===== config.mk =====
export PLATFORM = sky130hd
export DESIGN_NAME = kalman_gain_div
export DESIGN_NICKNAME = d
export VERILOG_FILES = /design/src/rtl/kalman_pkg.sv /design/src/rtl/kalman_seq_div.sv /design/src/rtl/kalman_gain_div.sv
export SDC_FILE = /design/constraint.sdc
export NUM_CORES = 1
export LEC_CHECK = 0
export CAP_MARGIN = 5
export CORE_MARGIN = 8
export CORE_UTILIZATION = 55
export DETAILED_ROUTE_END_ITERATION = 8
export DONT_BUFFER_PORTS = 1
export PLACE_DENSITY = 0.81
export SETUP_SLACK_MARGIN = 0.4
export SYNTH_ARGS = -nofsm -noshare
export SYNTH_HDL_FRONTEND = slang
export SYNTH_SLANG_ARGS = --single-unit

===== constraint.sdc =====
create_clock -name clk -period 4.6 [get_ports clk]
set_clock_uncertainty 0.1 [all_clocks]
set_input_delay 0.69 -clock clk [delete_from_list [all_inputs] [get_ports clk]]
set_output_delay 0.69 -clock clk [all_outputs]
set_load 0.01 [all_outputs]

===== src/rtl/kalman_pkg.sv =====
`default_nettype none
// ============================================================================
// Module : kalman_pkg
// Brief  : Shared widths, state type and rounding switch (KALMAN_GAIN_ROUND_EN)
//          for the Kalman gain divider.
// Rev    : 1.0  initial release
// ============================================================================
package kalman_pkg;

    localparam int c_P_W_DEF    = 23;
    localparam int c_FRAC_W_DEF = 13;
    localparam logic [c_FRAC_W_DEF-1:0] c_K_MAX = '1;

`ifdef KALMAN_GAIN_ROUND_EN
    localparam int c_ROUND_EN = 1;
`else
    localparam int c_ROUND_EN = 0;
`endif

    typedef enum logic [2:0] {IDLE, LOAD, DIV0, DIV1, DONE} gain_state_t;

    typedef logic [c_P_W_DEF-1:0]    p_t;
    typedef logic [c_FRAC_W_DEF-1:0] k_t;

endpackage
`default_nettype wire


===== src/rtl/kalman_seq_div.sv =====
`default_nettype none
// ============================================================================
// Module : kalman_seq_div
// Brief  : Restoring divider, one quotient bit per step; one extra guard
//          iteration when KALMAN_GAIN_ROUND_EN is defined.
// Rev    : 1.0  initial release
// ============================================================================
module kalman_seq_div
    import kalman_pkg::*;
#(
    parameter int P_W   = c_P_W_DEF,
    parameter int ITERS = c_FRAC_W_DEF + c_ROUND_EN
) (
    input  logic             clk,
    input  logic             n_rst,
    input  logic             load,
    input  logic             step,
    input  logic [P_W-1:0]   dividend,
    input  logic [P_W:0]     divisor,
    output logic [ITERS-1:0] quotient,
    output logic             last
);

    localparam int CNT_W = $clog2(ITERS + 1);
    localparam logic [CNT_W-1:0] c_LAST = CNT_W'(ITERS - 1);

    logic [P_W+1:0]   r_rem;
    logic [P_W:0]     r_div;
    logic [ITERS-2:0] r_q;
    logic [CNT_W-1:0] r_cnt;

    logic [P_W+1:0]   w_shift;
    logic             w_ge;
    logic [P_W+1:0]   w_rem_next;

    // Remainder stays below the divisor whenever the result is not saturated,
    // so the shifted value always fits in P_W+2 bits.
    assign w_shift    = r_rem << 1;
    assign w_ge       = (w_shift >= {1'b0, r_div});
    assign w_rem_next = w_ge ? (w_shift - {1'b0, r_div}) : w_shift;
    assign quotient   = {r_q, w_ge};
    assign last       = step && (r_cnt == c_LAST);

    always_ff @(posedge clk or negedge n_rst) begin
        if (!n_rst) begin
            r_rem <= '0;
            r_div <= '0;
            r_q   <= '0;
            r_cnt <= '0;
        end else if (load) begin
            r_rem <= {2'b00, dividend};
            r_div <= divisor;
            r_q   <= '0;
            r_cnt <= '0;
        end else if (step) begin
            r_rem <= w_rem_next;
            r_q   <= quotient[ITERS-2:0];
            r_cnt <= r_cnt + 1'b1;
        end
    end

endmodule
`default_nettype wire


===== src/rtl/kalman_gain_div.sv =====
`default_nettype none
// ============================================================================
// Module : kalman_gain_div
// Brief  : K0 = P00/(P00+R), K1 = P10/(P00+R) as Q0.FRAC_W gains using one
//          shared sequential divider; KALMAN_GAIN_ROUND_EN selects rounding.
// Rev    : 1.0  initial release
// ============================================================================
module kalman_gain_div
    import kalman_pkg::*;
#(
    parameter int P_W    = c_P_W_DEF,
    parameter int FRAC_W = c_FRAC_W_DEF
) (
    input  logic              clk,
    input  logic              n_rst,
    input  logic              start,
    input  logic [P_W-1:0]    P00_in,
    input  logic [P_W-1:0]    P10_in,
    input  logic [P_W-1:0]    R_in,
    output logic              busy,
    output logic              done,
    output logic [FRAC_W-1:0] K0_out,
    output logic [FRAC_W-1:0] K1_out,
    output logic              div_zero
);

    localparam int c_Q_W = FRAC_W + c_ROUND_EN;
    localparam logic [FRAC_W-1:0] c_KMAX = '1;

    gain_state_t       r_state;
    gain_state_t       w_state_next;

    logic [P_W-1:0]    r_p00;
    logic [P_W-1:0]    r_p10;
    logic [P_W-1:0]    r_r;
    logic [P_W:0]      r_s;
    logic              r_sat0;
    logic              r_sat1;
    logic              r_dz;
    logic [FRAC_W-1:0] r_k0;

    logic [P_W:0]      w_s;
    logic              w_div_load;
    logic              w_div_step;
    logic              w_div_last;
    logic [P_W-1:0]    w_dividend;
    logic [P_W:0]      w_divisor;
    logic [c_Q_W-1:0]  w_quot;
    logic [FRAC_W-1:0] w_k_div;
    logic              w_sat;
    logic [FRAC_W-1:0] w_k_final;

    assign w_s        = {1'b0, r_p00} + {1'b0, r_r};
    assign w_dividend = (r_state == LOAD) ? r_p00 : r_p10;
    assign w_divisor  = (r_state == LOAD) ? w_s : r_s;
    assign w_sat      = (r_state == DIV0) ? r_sat0 : r_sat1;
    assign busy       = (r_state != IDLE);
    assign done       = (r_state == DONE);

    kalman_seq_div #(
        .P_W   (P_W),
        .ITERS (c_Q_W)
    ) u_div (
        .clk      (clk),
        .n_rst    (n_rst),
        .load     (w_div_load),
        .step     (w_div_step),
        .dividend (w_dividend),
        .divisor  (w_divisor),
        .quotient (w_quot),
        .last     (w_div_last)
    );

    generate
        if (c_ROUND_EN != 0) begin : g_round
            // Guard bit adds half an LSB; a carry out means the gain hit 1.0.
            logic [FRAC_W:0] w_sum;
            assign w_sum   = {1'b0, w_quot[c_Q_W-1:1]} + {{FRAC_W{1'b0}}, w_quot[0]};
            assign w_k_div = w_sum[FRAC_W] ? c_KMAX : w_sum[FRAC_W-1:0];
        end else begin : g_trunc
            assign w_k_div = w_quot;
        end
    endgenerate

    always_comb begin
        w_k_final = w_k_div;
        if (r_dz) begin
            w_k_final = '0;
        end else if (w_sat) begin
            w_k_final = c_KMAX;
        end
    end

    always_comb begin
        w_state_next = r_state;
        w_div_load   = 1'b0;
        w_div_step   = 1'b0;
        case (r_state)
            IDLE: if (start) w_state_next = LOAD;
            LOAD: begin
                w_div_load   = 1'b1;
                w_state_next = DIV0;
            end
            DIV0: begin
                w_div_step = 1'b1;
                // Reload for K1 on the same edge the K0 result is captured.
                if (w_div_last) begin
                    w_div_load   = 1'b1;
                    w_state_next = DIV1;
                end
            end
            DIV1: begin
                w_div_step = 1'b1;
                if (w_div_last) w_state_next = DONE;
            end
            DONE:    w_state_next = IDLE;
            default: w_state_next = IDLE;
        endcase
    end

    always_ff @(posedge clk or negedge n_rst) begin
        if (!n_rst) begin
            r_state <= IDLE;
        end else begin
            r_state <= w_state_next;
        end
    end

    always_ff @(posedge clk or negedge n_rst) begin
        if (!n_rst) begin
            r_p00    <= '0;
            r_p10    <= '0;
            r_r      <= '0;
            r_s      <= '0;
            r_sat0   <= 1'b0;
            r_sat1   <= 1'b0;
            r_dz     <= 1'b0;
            r_k0     <= '0;
            K0_out   <= '0;
            K1_out   <= '0;
            div_zero <= 1'b0;
        end else begin
            if ((r_state == IDLE) && start) begin
                r_p00 <= P00_in;
                r_p10 <= P10_in;
                r_r   <= R_in;
            end
            if (r_state == LOAD) begin
                r_s    <= w_s;
                r_sat0 <= ({1'b0, r_p00} >= w_s);
                r_sat1 <= ({1'b0, r_p10} >= w_s);
                r_dz   <= (w_s == '0);
            end
            if ((r_state == DIV0) && w_div_last) begin
                r_k0 <= w_k_final;
            end
            if ((r_state == DIV1) && w_div_last) begin
                K0_out   <= r_k0;
                K1_out   <= w_k_final;
                div_zero <= r_dz;
            end
        end
    end

endmodule
`default_nettype wire


==> metrics.txt <==
run status finished, violations left; failing checks hold timing; 1st-pass router iterations 7; synthesized area 0.0117 mm^2; cell breakdown of the critical path ha_1 > fa_1 > a211oi_2 > o21ai_0 > a31o_2 > a21o_1 > a21oi_1 > xor2_2 > ha_1 > nand4_1 > a21oi_1 > o41ai_1 > a21oi_1 > o41a_1 > or3b_1 > a31oi_1; nets@finish 1324; DRT iter0 DRCs 635; Critical Path RT 4.95 ns; Worst Setup Start Kind flip-flop; DP HPWL 20700 um; Final period util 87.5%; Post-DRT Antenna Nets 0; vias in the first global route 9191; die area 0.0263 mm^2; hold violation count in the final report 203; first-pass GRT wire length 47300 um; CTS tree built; fmax 0.248 GHz; Reg2Reg Setup Slack 0.57 ns; Layout area overhead 9.00%; initial antenna violation count 2; Slowest-stage cell, CP fa_1; post-synthesis cell type count 72; I/O pins 101; via density per instance 6.28; Die Y 162 um; number of synthesized flops with an enable pin 0; setup TNS 0 ns; Overflow after GRT 0; Final setup viols 0; WL final 29100 um; vias 9089; Sink Count 203; RR Startpoint r_p00[0]; Synth top area share 43.2%; core area 0.0210 mm^2; Critical Path Fanout Max 4; final hold slack -0.219 ns; most frequent cells after synthesis 203 x dfrtp_1, 117 x a21oi_1, 107 x nand2_1, 107 x o21ai_0, 93 x ha_1; Worst Hold Class input port to asynchronous set/reset pin; I/O Buffers 0; Worst-Margin Slew 1.21 ns; Final Cell Area 0.0128 mm^2; cell repeated most along the worst path a21oi_1; Max-Cap Viols 0; share of cells above drive strength 1 14.2%; Post-Syn Nets 1340; H-Tree Depth 1; Clk pin slew, worst setup/hold paths 0.06 ns; RR Endpoint r_sat0; Root Driver clkbuf_16; chip width 162 um; crit path launch r_p00[0]; CP max stage delay 0.45 ns; Worst Reg-to-Reg Cells 16; crit path DAT 4.37 ns; kind of critical path flip-flop to flip-flop; Rel. slew slack 18.9%; Placer Congestion 0.885; Final Max Tran Viols 0; CTS Buffer Depth 3; sequential fraction of the synthesis area 43.2%; CTS Buf Count 23; unrepaired setup endpoints after global routing yes; fin crit period 4.03 ns; Post-Syn Area per Cell 10.0 um^2; area leader, netlist dfrtp_1; fraction of registers with async set/reset 100%; cell row count 53; WL/cell 20.1 um; Clk Latency, worst-skew pair 0.52 ns; top_reg_cell synth dfrtp_1; Area contributors post-synth dfrtp_1 43%, ha_1 9.9%, mux2_2 8.8%; Starting Density 55.9%; most numerous cell in the Yosys netlist dfrtp_1; largest net degree at the start of global routing 204; Critical Path Sink r_sat0; Global Route Usage Sum 21.9%; DP Area 0.0120 mm^2; Ys Warns 0; Worst Setup End Kind flip-flop; synthesized netlist cell count 1173; fillcell total 1690; DRC violations left 0; synthesized flop and latch total 203
-- layer usage --
| layer | global-route usage [%] | wire length [um] | vias to the layer above |
|---|---|---|---|
| met5 | 0 | 22 | - |
| met4 | 6.57 | 825 | 4 |
| li1 | - | - | 4276 |
| met3 | 5.59 | 2480 | 75 |
| met2 | 35.0 | 13200 | 346 |
| met1 | 28.8 | 12600 | 4388 |
-- worst min path at each step --
stage,to,from,depth (start not counted)
2_1_floorplan,K0_out[0],n_rst,0
3_3_place_gp,K0_out[7],n_rst,0
3_5_place_dp,K0_out[8],n_rst,0
4_1_cts,r_p10[0],n_rst,0
5_1_grt,K1_out[7],n_rst,0
6_report,r_k0[9],n_rst,0
-- sequential cells by signal, indices dropped and copies added, names as in the netlist --
name / flops
r_s: 24
u_div.r_div: 24
u_div.r_rem: 24
r_p00: 23
r_p10: 23
r_r: 23
K0_out: 13
K1_out: 13
r_k0: 13
u_div.r_q: 12
u_div.r_cnt: 4
r_state: 3
div_zero: 1
r_dz: 1
r_sat0: 1
r_sat1: 1
-- worst max-delay path: cells and delay by family, from the launching register on --
kind / cells / cell delay [ns]
AO/OA/AOI/OAI: 10 / 1.83
AND/OR/NAND/NOR: 2 / 0.44
flip-flops: 1 / 0.40
adder cells (fa/ha/maj): 3 / 1.02
XOR/XNOR: 1 / 0.14
-- final cells by class --
class,count,area [um^2],share of cell area [%]
Inverter,41,154,1.20
Timing Repair Buffer,14,105,0.821
Antenna cell,1,2.50,0.0195
Sequential cell,203,5080,39.7
Tap cell,275,344,2.69
Clock inverter,10,161,1.26
Multi-Input combinational cell,874,6320,49.3
Clock buffer,30,642,5.01
-- cell families (layout without fill, tap and decap cells) --
family / after synthesis / after routing / synth area share (%)
adder cells (fa/ha/maj): 95 / 95 / 10.2
XOR/XNOR: 36 / 36 / 2.75
other: 0 / 1 / 0
AND/OR/NAND/NOR: 266 / 266 / 10.4
AO/OA/AOI/OAI: 374 / 374 / 20.4
flip-flops: 203 / 203 / 43.2
multiplexers: 103 / 103 / 9.76
buffers and inverters: 96 / 95 / 3.18
-- cell usage in the layout, fill, tap and decap left out, types with 5 or more instances in the layout --
cell       count
dfrtp_1      203
a21oi_1      117
nand2_1      107
o21ai_0      106
ha_1          93
mux2_2        92
nor2_1        71
inv_1         41
clkbuf_16     23
a21o_1        20
a221o_1       20
xnor2_1       19
o31ai_1       18
xor2_1        15
o41ai_1       14
buf_4         14
nand4_1       13
o21a_1        11
a211oi_1      11
mux2i_1       11
nand3_1       10
and3_1        10
nor2b_1       10
nor3_1         9
a31oi_1        7
or3_1          6
a221oi_1       6
nand2b_1       5
o211ai_1       5
a211o_1        5
-- metrics by stage --
step | std cells | setup slack (ns) | utilization, %
3_3_place_gp | 1406 | 0.689 | 57.0
4_1_cts | 1446 | 0.573 | 60.8
6_report | 1448 | 0.575 | 60.9
2_1_floorplan | 1173 | 0.990 | -
3_5_place_dp | 1406 | 0.584 | 57.0
5_1_grt | 1447 | 0.383 | 60.9
-- repair_timing --
| action | in CTS | in global routing |
|---|---|---|
| hold endpoints to repair | 203 | 203 |
| setup endpoints to repair | 0 | 2 |
| resized for setup | 0 | 2 |
| buffers inserted | 0 | 1 |
Power is left out: the tool's default activity adds up to more than one toggle a clock period on the data nets, which glitch-free logic cannot reach.
